## src/rtl/trig_conditioner.sv

```systemverilog
// Trigger conditioner: synchronizes the raw envelope comparator, debounces it into a
// gap-bridged packet trigger and measures packet length. Optional stats: TRIG_CONDITIONER_STATS_EN.
module trig_conditioner #(
  parameter int unsigned RISE_CYCLES    = 8,
  parameter int unsigned FALL_CYCLES    = 25,
  parameter int unsigned MIN_PKT_CYCLES = 1000,
  parameter int unsigned HOLDOFF_CYCLES = 50,
  parameter int unsigned LEN_WIDTH      = 20
) (
  input  logic                 clk,
  input  logic                 reset,
  input  logic                 enable,
  input  logic                 raw_trig,
  output logic                 trig,
  output logic                 trig_rise,
  output logic                 trig_fall,
  output logic [LEN_WIDTH-1:0] pkt_len,
  output logic                 pkt_len_valid,
  output logic                 runt,
  output logic                 busy
`ifdef TRIG_CONDITIONER_STATS_EN
  ,
  output logic [15:0]          glitch_cnt,
  output logic [15:0]          runt_cnt,
  output logic [15:0]          pkt_cnt
`endif
);

  localparam int unsigned CNT_MAX0 = (RISE_CYCLES > FALL_CYCLES) ? RISE_CYCLES : FALL_CYCLES;
  localparam int unsigned CNT_MAX  = (CNT_MAX0 > HOLDOFF_CYCLES) ? CNT_MAX0 : HOLDOFF_CYCLES;
  localparam int unsigned CNT_W    = $clog2(CNT_MAX + 1);

  typedef enum logic [2:0] {
    ST_IDLE      = 3'd0,
    ST_ARMING    = 3'd1,
    ST_ACTIVE    = 3'd2,
    ST_RELEASING = 3'd3,
    ST_HOLDOFF   = 3'd4
  } state_e;

  state_e               state_q, state_d;
  logic [CNT_W-1:0]     cnt_q, cnt_d;
  logic [LEN_WIDTH-1:0] len_q, len_d;
  logic [LEN_WIDTH-1:0] len_inc;
  logic [LEN_WIDTH-1:0] pkt_len_q, pkt_len_d;
  logic                 sync1_q, s_q;
  logic                 trig_q, trig_d;
  logic                 rise_q, rise_d;
  logic                 fall_q, fall_d;
  logic                 valid_q, valid_d;
  logic                 runt_q, runt_d;
  logic                 busy_q, busy_d;

  // Two-flop synchronizer for the asynchronous comparator output
  always_ff @(posedge clk) begin
    if (reset) begin
      sync1_q <= 1'b0;
      s_q     <= 1'b0;
    end else begin
      sync1_q <= raw_trig;
      s_q     <= sync1_q;
    end
  end

  assign len_inc = (len_q == {LEN_WIDTH{1'b1}}) ? len_q : len_q + LEN_WIDTH'(1);

  always_ff @(posedge clk) begin
    if (reset) begin
      state_q   <= ST_IDLE;
      cnt_q     <= '0;
      len_q     <= '0;
      pkt_len_q <= '0;
      trig_q    <= 1'b0;
      rise_q    <= 1'b0;
      fall_q    <= 1'b0;
      valid_q   <= 1'b0;
      runt_q    <= 1'b0;
      busy_q    <= 1'b0;
    end else begin
      state_q   <= state_d;
      cnt_q     <= cnt_d;
      len_q     <= len_d;
      pkt_len_q <= pkt_len_d;
      trig_q    <= trig_d;
      rise_q    <= rise_d;
      fall_q    <= fall_d;
      valid_q   <= valid_d;
      runt_q    <= runt_d;
      busy_q    <= busy_d;
    end
  end

  always_comb begin
    state_d   = state_q;
    cnt_d     = cnt_q;
    len_d     = len_q;
    pkt_len_d = pkt_len_q;
    rise_d    = 1'b0;
    fall_d    = 1'b0;
    valid_d   = 1'b0;
    runt_d    = 1'b0;

    unique case (state_q)
      ST_IDLE: begin
        cnt_d = '0;
        len_d = '0;
        if (s_q) begin
          state_d = ST_ARMING;
          cnt_d   = CNT_W'(1);
        end
      end
      ST_ARMING: begin
        if (!s_q) begin
          state_d = ST_IDLE;
          cnt_d   = '0;
        end else if (cnt_q == CNT_W'(RISE_CYCLES)) begin
          // len already covers every high sample seen since IDLE, so pkt_len equals raw high time
          state_d = ST_ACTIVE;
          rise_d  = 1'b1;
          cnt_d   = '0;
          len_d   = LEN_WIDTH'(RISE_CYCLES + 1);
        end else begin
          cnt_d = cnt_q + CNT_W'(1);
        end
      end
      ST_ACTIVE: begin
        len_d = len_inc;
        if (!s_q) begin
          state_d = ST_RELEASING;
          cnt_d   = CNT_W'(1);
        end
      end
      ST_RELEASING: begin
        len_d = len_inc;
        if (s_q) begin
          state_d = ST_ACTIVE;
          cnt_d   = '0;
        end else if (cnt_q == CNT_W'(FALL_CYCLES)) begin
          state_d = ST_HOLDOFF;
          cnt_d   = '0;
          fall_d  = 1'b1;
          if (len_q == {LEN_WIDTH{1'b1}}) begin
            pkt_len_d = {LEN_WIDTH{1'b1}};
            valid_d   = 1'b1;
          end else begin
            pkt_len_d = len_q - LEN_WIDTH'(FALL_CYCLES);
            valid_d   = (pkt_len_d >= LEN_WIDTH'(MIN_PKT_CYCLES));
            runt_d    = !valid_d;
          end
        end else begin
          cnt_d = cnt_q + CNT_W'(1);
        end
      end
      ST_HOLDOFF: begin
        if (cnt_q == CNT_W'(HOLDOFF_CYCLES - 1)) begin
          state_d = ST_IDLE;
          cnt_d   = '0;
        end else begin
          cnt_d = cnt_q + CNT_W'(1);
        end
      end
      default: begin
        state_d = ST_IDLE;
        cnt_d   = '0;
        len_d   = '0;
      end
    endcase

    // Disable wins over everything and abandons any packet in flight without reporting it
    if (!enable) begin
      state_d   = ST_IDLE;
      cnt_d     = '0;
      len_d     = '0;
      pkt_len_d = pkt_len_q;
      rise_d    = 1'b0;
      fall_d    = 1'b0;
      valid_d   = 1'b0;
      runt_d    = 1'b0;
    end

    trig_d = (state_d == ST_ACTIVE) || (state_d == ST_RELEASING);
    busy_d = (state_d != ST_IDLE);
  end

  assign trig          = trig_q;
  assign trig_rise     = rise_q;
  assign trig_fall     = fall_q;
  assign pkt_len       = pkt_len_q;
  assign pkt_len_valid = valid_q;
  assign runt          = runt_q;
  assign busy          = busy_q;

`ifdef TRIG_CONDITIONER_STATS_EN
  logic        reject_c;
  logic [15:0] glitch_cnt_q, runt_cnt_q, pkt_cnt_q;

  assign reject_c = enable && (state_q == ST_ARMING) && !s_q;

  // Saturating event counters; cleared by reset only
  always_ff @(posedge clk) begin
    if (reset) begin
      glitch_cnt_q <= '0;
      runt_cnt_q   <= '0;
      pkt_cnt_q    <= '0;
    end else begin
      if (reject_c && (glitch_cnt_q != 16'hFFFF)) glitch_cnt_q <= glitch_cnt_q + 16'd1;
      if (runt_d && (runt_cnt_q != 16'hFFFF))     runt_cnt_q   <= runt_cnt_q + 16'd1;
      if (valid_d && (pkt_cnt_q != 16'hFFFF))     pkt_cnt_q    <= pkt_cnt_q + 16'd1;
    end
  end

  assign glitch_cnt = glitch_cnt_q;
  assign runt_cnt   = runt_cnt_q;
  assign pkt_cnt    = pkt_cnt_q;
`endif

endmodule
```

## config.mk

```make
export PLATFORM = sky130hd
export DESIGN_NAME = trig_conditioner
export DESIGN_NICKNAME = d
export VERILOG_FILES = /design/src/rtl/trig_conditioner.sv
export SDC_FILE = /design/constraint.sdc
export NUM_CORES = 1
export LEC_CHECK = 0
export ABC_AREA = 1
export BUFFER_PORTS_ARGS = -buffer_cell sky130_fd_sc_hd__buf_2
export CORE_ASPECT_RATIO = 1.75
export CORE_UTILIZATION = 55
export CTS_CLUSTER_DIAMETER = 40
export DETAILED_ROUTE_END_ITERATION = 16
export HOLD_SLACK_MARGIN = 0.08
export PLACE_DENSITY_LB_ADDON = 0.12
export REMOVE_ABC_BUFFERS = 1
export SLEW_MARGIN = 25
export SYNTH_ARGS = -nofsm -noshare
export SYNTH_HDL_FRONTEND = slang
export SYNTH_SLANG_ARGS = --single-unit
```

## constraint.sdc

```tcl
create_clock -name clk -period 2.5 [get_ports clk]
set_input_delay 0.5 -clock clk [delete_from_list [all_inputs] [get_ports clk]]
set_output_delay 0.5 -clock clk [all_outputs]
set_load 0.1 [all_outputs]
```

# After elaboration in Yosys (flattened, before gate mapping)
# Cells that the tools add are included.
[classes]
add_sub_neg = 3
mul = 0
div = 0
order_cmp = 1
n_eq_ne = 14
n_shift = 0
mux = 25
bitwise = 6
reduce_logical = 12
[op_table]
columns = ["op", "count"]
rows = [
  ["$mux W20", 4],
  ["$pmux W20 S3", 1],
  ["$mux W6", 6],
  ["$pmux W6 S5", 1],
  ["$mux W3", 8],
  ["$add A20 B1 Y20 const B", 1],
  ["$eq A20 B20 Y1 const B", 1],
  ["$ge A20 B10 Y1 const B", 1],
  ["$sub A20 B5 Y20 const B", 1],
  ["$pmux W3 S5", 1],
  ["$eq A3 B2 Y1 const B", 4],
  ["$ne A2 B2 Y1 const B", 4],
  ["$reduce_and A4 Y1", 2],
  ["$reduce_or A4 Y1", 2],
  ["$add A6 B1 Y6 const B", 1],
  ["$eq A6 B4 Y1 const B", 1],
  ["$eq A6 B5 Y1 const B", 1],
  ["$eq A6 B6 Y1 const B", 1],
  ["$not A1 Y1", 6],
  ["$reduce_or A6 Y1", 1],
  ["$reduce_or A5 Y1", 1],
  ["$mux W1", 4],
  ["$reduce_or A2 Y1", 2],
  ["$eq A3 B1 Y1 const B", 1],
  ["5 further kinds", 5],
]
[word_totals]
regBits = 57
latch_bits = 0
ram_bits = 0
mem_bits_ro = 0
in_bits = 4
output_inout_bits = 26
word_cells = 73
memories = 0

# Longest topological paths before layout
[depth]
ltp_word = 7
depth_mapped = 15
mapped_depth_nobuf = 15

# Worst setup path after synthesis
# Ideal clock, no wire load.
[synth_path]
kind = "flip-flop to flip-flop"
from = "register len_q[0]"
to = "register valid_q, in the netlist pkt_len_valid"
setup_ps = 109
t_arrival_ps = 1523
t_required_ps = 2391
slack_ps = 868
stages_incl_launch_ff = 15
synth_period_minus_slack_ps = 1632
cell_sequence = "dfxtp_1 > inv_1 > ha_1 > nand2_1 > nand2_2 > nand2_1 > nor2_1 > nand2_1 > xor2_1 > inv_1 > nand2_1 > inv_1 > nand3_1 > nand2_1 > inv_1"
[synth_via]
elab_chain_cells = 3
word_cells_on_any_way = 4
[synth_rtl]
columns = ["element", "line_no", "source"]
rows = [
  ["from (decl)", "43", "logic [LEN_WIDTH-1:0] len_q, len_d;"],
  ["from (signal assigned)", "82", "len_q <= len_d;"],
  ["$sub A20 B5 Y20", "146", "pkt_len_d = len_q - LEN_WIDTH'(FALL_CYCLES);"],
  ["$ge A20 B10 Y1", "147", "valid_d = (pkt_len_d >= LEN_WIDTH'(MIN_PKT_CYCLES));"],
  ["$mux W1 *", "142", "if (len_q == {LEN_WIDTH{1'b1}}) begin"],
  ["to (signal assigned)", "87", "valid_q <= valid_d;"],
  ["to (decl)", "50", "logic valid_q, valid_d;"],
]
# Mark *: on every way between the ends. The rest lies on a longest branch, timed or not.
# A chain may end at the register's enable or synchronous reset.

# Worst setup path after layout
[layout_path]
from = "register len_q[3]"
to = "register len_q[11]"
[layout_via]
elab_chain_cells = 3
word_cells_on_any_way = 6
[layout_rtl]
columns = ["element", "line_no", "source"]
rows = [
  ["$add A20 B1 Y20 or $eq A20 B20 Y1 (tied branches)", "65", "assign len_inc = (len_q == {LEN_WIDTH{1'b1}}) ? len_q : len_q + LEN_WIDTH'(1);"],
  ["$mux W20 or $ne A2 B2 Y1 (tied branches)", "n/a", ""],
  ["$pmux W20 S3 or $reduce_and A4 Y1 (tied branches)", "n/a", ""],
]
# Several ways; a longest one is shown, not always the timed one. The select of a mux whose other input is x is not followed.

==> PnR_summary.wiki <==
{| class="wikitable"
! Metric !! Value
|-
| Total number of yosys warnings || 0
|-
| Synth cell types || 36
|-
| Std cell rows || 36
|-
| Post-cts repair resize count || 0
|-
| Floorplan die area || between 6000 and 7000 sq um
|-
| Clock Pin Slew Worst Setup and Hold Paths || about 0.070 ns
|-
| Antenna violation net count after detailed routing || 0
|-
| Total via count in the routed design || 3,143
|-
| Share of the yosys chip area belonging to registers || 35.4%
|-
| Number of sinks on the clock net || 57
|-
| Maximum resistive drop on vdd || 0.000404 V
|-
| Clock Skews || roughly 0.006 ns
|-
| Fraction of power consumed by the clock network || 51.3%
|-
| First-pass DRT Iterations || 5
|-
| CTS Buf Count || 9
|-
| CP arrival || 2.26 ns
|-
| Cell types occupying the most area after synthesis || sky130_fd_sc_hd__dfxtp_1, sky130_fd_sc_hd__nand2_1, sky130_fd_sc_hd__nor2_1
|-
| Cell repeated most along the worst path || sky130_fd_sc_hd__nand3_4
|-
| Number of global-route vias before repair || 3,097
|-
| Final-layout fill cell count || between 500 and 600
|-
| Synthesized-area fraction occupied by adder cells || 1.94%
|-
| Most frequent standard cell in the layout excluding fill and tap cells || sky130_fd_sc_hd__nand2_1
|-
| Synthesized area per cell || 6.81 sq um
|-
| Setup repair after global routing missed its margin || no
|-
| Ratio of final minimum period to clock period || 80.6%
|-
| Max-capacitance violation count || 0
|-
| Netlist area before placement || 3220 sq um
|-
| Pin count of the biggest net entering global routing || 22
|-
| CTS tree || built
|-
| Synthesized-area fraction occupied by and/or/nand/nor cells || 35.8%
|-
| Hold Vio Cnt, Final || 0
|-
| Required time worst endpoint || 2.74 ns
|-
| Clock insertion delay at the later pin of the skew report || 0.35 ns
|-
| Die Span Y || 103 um
|-
| Die Span X || between 50 and 60 um
|-
| Average routed wire per standard cell || ~14 um
|-
| CTS Hold Buffers Added || 0
|-
| End-of-flow core utilization || 64.9%
|-
| Critical path start-end classification || register to register
|-
| Endpoint kind of the worst setup timing path || register
|-
| Area taken by multi-input logic gates || 1750 sq um
|-
| Cell taking the most area after synthesis || sky130_fd_sc_hd__dfxtp_1
|-
| Pwr per Cell Area || 536 nW/um^2
|-
| Worst-Margin Slew || approximately 0.57 ns
|-
| Area fraction in compound gates after synthesis || 14.5%
|-
| Biggest fanout along the worst timing path || 13
|-
| Post-synthesis mux area share || 0%
|-
| Comb power frac || 1.7%
|-
| Half-perimeter wire length after detailed placement || 6560 um
|-
| Max transition margin || 61.9%
|-
| Routed via count divided by cell count || between 5 and 6
|-
| Overall fraction of global-route tracks in use || 30.5%
|-
| Register Area || 1140 sq um
|-
| Outcome || completed
|-
| Starting density of the core || 57.6%
|-
| Inserted Diodes || 0
|-
| Root buffer cell || sky130_fd_sc_hd__clkbuf_8
|-
| Area of the core region || approximately 5600 sq um
|-
| Routability-driven placement congestion ratio || 1.05
|-
| Layout Nets || roughly 510
|-
| Main flop type after synthesis || sky130_fd_sc_hd__dfxtp_1
|-
| Final setup violation count || 0
|-
| Antenna violations before repair || 0
|-
| Sequential cell fraction of total power || 46.9%
|-
| Global-route wire length before repair || roughly 14,000 um
|-
| Leakage dissipation || roughly 1.8 nW
|-
| Commonest cells after routing, fill and taps aside || sky130_fd_sc_hd__nand2_1, sky130_fd_sc_hd__nor2_1, sky130_fd_sc_hd__dfxtp_1, sky130_fd_sc_hd__inv_1, sky130_fd_sc_hd__nand3_1
|-
| Switching power summed over all nets || 414 uW
|-
| CTS Buffer Depth || 2
|-
| Post-CTS repair timing setup buffer count || 0
|-
| Critical path's largest stage delay || 0.47 ns
|-
| Worst Setup Start Kind || register
|-
| Slowest-stage cell, CP || sky130_fd_sc_hd__dfxtp_1
|-
| Overall overflow remaining after global route || 0
|-
| Net Sw Frac || 21.3%
|-
| Count of boundary I/O pins || 30
|-
| 1st-iter DRT viols || 177
|-
| Combinational family with the most area after synthesis || simple AND/OR/NAND/NOR gates
|-
| Drt drc || 0
|-
| Top-area cell type share of the netlist area || 35.4%
|-
| H-tree depth || 3
|-
| Fraction of final layout cells with drive strength greater than 1 || between 15 and 20%
|-
| Cell count after synthesis || 473
|-
| Number of enable-type register cells in the synthesized netlist || 0
|-
| Highest clock rate || 496 MHz
|-
| Fraction of registers with async set or reset after synthesis || 0%
|-
| Internal power consumption || 1.53 mW
|-
| Critical Path, Cell by Cell || nand2_2 > nor2_2 > nand3_4 > nor2_8 > nand3_4 > o21ai_4 > buf_4 > o21ai_1 > nand2_1 > nor2_1
|-
| Total routed wirelength || between 8000 and 9000 um
|-
| Final sum of negative setup slack || 0 ns
|-
| Synthesized-area fraction occupied by xor and xnor cells || 2.18%
|-
| Crit path time final || slightly above 2 ns
|-
| Synthesis-to-finish area growth || 12.7%
|-
| Path class of the lowest-slack min-delay path || input pin to register
|-
| # port buffers || 29
|-
| Max Transition Viols Final || 0
|-
| Synthesis-stage register bit count || 57
|}
## cells in the mapped netlist (2+ instances only)
library cell	instances
sky130_fd_sc_hd__nand2_1	107
sky130_fd_sc_hd__nor2_1	68
sky130_fd_sc_hd__dfxtp_1	57
sky130_fd_sc_hd__inv_1	56
sky130_fd_sc_hd__nand3_1	33
sky130_fd_sc_hd__o21ai_0	22
sky130_fd_sc_hd__a21oi_1	13
sky130_fd_sc_hd__nor3_1	11
sky130_fd_sc_hd__nand2_2	9
sky130_fd_sc_hd__o21ai_1	9
sky130_fd_sc_hd__a21oi_2	8
sky130_fd_sc_hd__a31oi_1	8
sky130_fd_sc_hd__inv_2	8
sky130_fd_sc_hd__buf_2	7
sky130_fd_sc_hd__nand4_1	7
sky130_fd_sc_hd__xor2_1	7
sky130_fd_sc_hd__ha_1	5
sky130_fd_sc_hd__o211ai_1	5
sky130_fd_sc_hd__a211oi_1	4
sky130_fd_sc_hd__buf_6	3
sky130_fd_sc_hd__nand3_2	3
sky130_fd_sc_hd__nor2_2	3
sky130_fd_sc_hd__o221ai_1	3
sky130_fd_sc_hd__clkbuf_1	2
sky130_fd_sc_hd__nand3_4	2
sky130_fd_sc_hd__nor3_2	2
sky130_fd_sc_hd__o21ai_2	2
## critical path: cells and delay by family, from the launching register on
family	cells	cell delay (ns)
AO/OA/AOI/OAI	2	0.46
buffers and inverters	1	0.26
flip-flops	1	0.47
AND/OR/NAND/NOR	7	0.73
## per-layer routing
layer / vias to the layer above / wire length, um / GRT usage, %
met2: 86 / 4620 / 57.6
met1: 1432 / 3040 / 29.1
met3: 35 / 316 / 6.59
met5: - / 0 / 0
li1: 1590 / - / -
met4: 0 / 406 / 17.7
## cell families after synthesis
| group | count (synthesis) |
|---|---|
| adders and majority gates | 5 |
| and+or+nand+nor | 251 |
| DFF | 57 |
| buffers and inverters | 77 |
| AOI/OAI and AO/OA | 75 |
| xor gates and xnor gates | 8 |
## area by class of cell
type / count / share of cell area, %
Multi-Input combinational cell: 339 / 48.4
Sequential cell: 57 / 31.5
Inverter: 64 / 6.62
Timing Repair Buffer: 32 / 4.62
Clock buffer: 11 / 4.17
Tap cell: 76 / 2.62
Clock inverter: 5 / 2.14
## registers in the layout (all words and copies together), names as in the netlist
register       count
trig_fall          1
trig_rise          1
sync1_q            1
cnt_q              6
state_q            3
pkt_len           20
s_q                1
len_q             20
runt               1
trig               1
busy               1
pkt_len_valid      1
## final timing paths
path              depth (start not counted)     start         to  slack, ns
setup / recovery                         10  len_q[3]  len_q[11]       0.48
hold reg to reg                           2   sync1_q        s_q       0.40
setup reg to reg                         10  len_q[3]  len_q[11]       0.48
hold / removal                            3  raw_trig    sync1_q       0.35
## power groups by stage
stage	registers, mW	clock network (mW)	logic (mW)
finish	0.913	0.999	0.0339
global route	0.913	1.05	0.0372
global placement	0.933	0	0.0333
floorplan	0.935	0	0.0182
CTS	0.913	1.00	0.0336
detailed placement	0.933	0	0.0335
## stage by stage
stage	worst slack, ns	instance area [sq um]	std cells	hold slack (ns)	total power, mW
2_1_floorplan	0.663	3140	460	0.388	0.953
3_3_place_gp	0.495	3400	568	0.392	0.967
4_1_cts	0.490	3630	584	0.351	1.95
3_5_place_dp	0.494	3400	568	0.397	0.967
5_1_grt	0.272	3630	584	0.357	2.00
6_report	0.484	3630	584	0.353	1.95
Power figures use the tool's default switching activity.
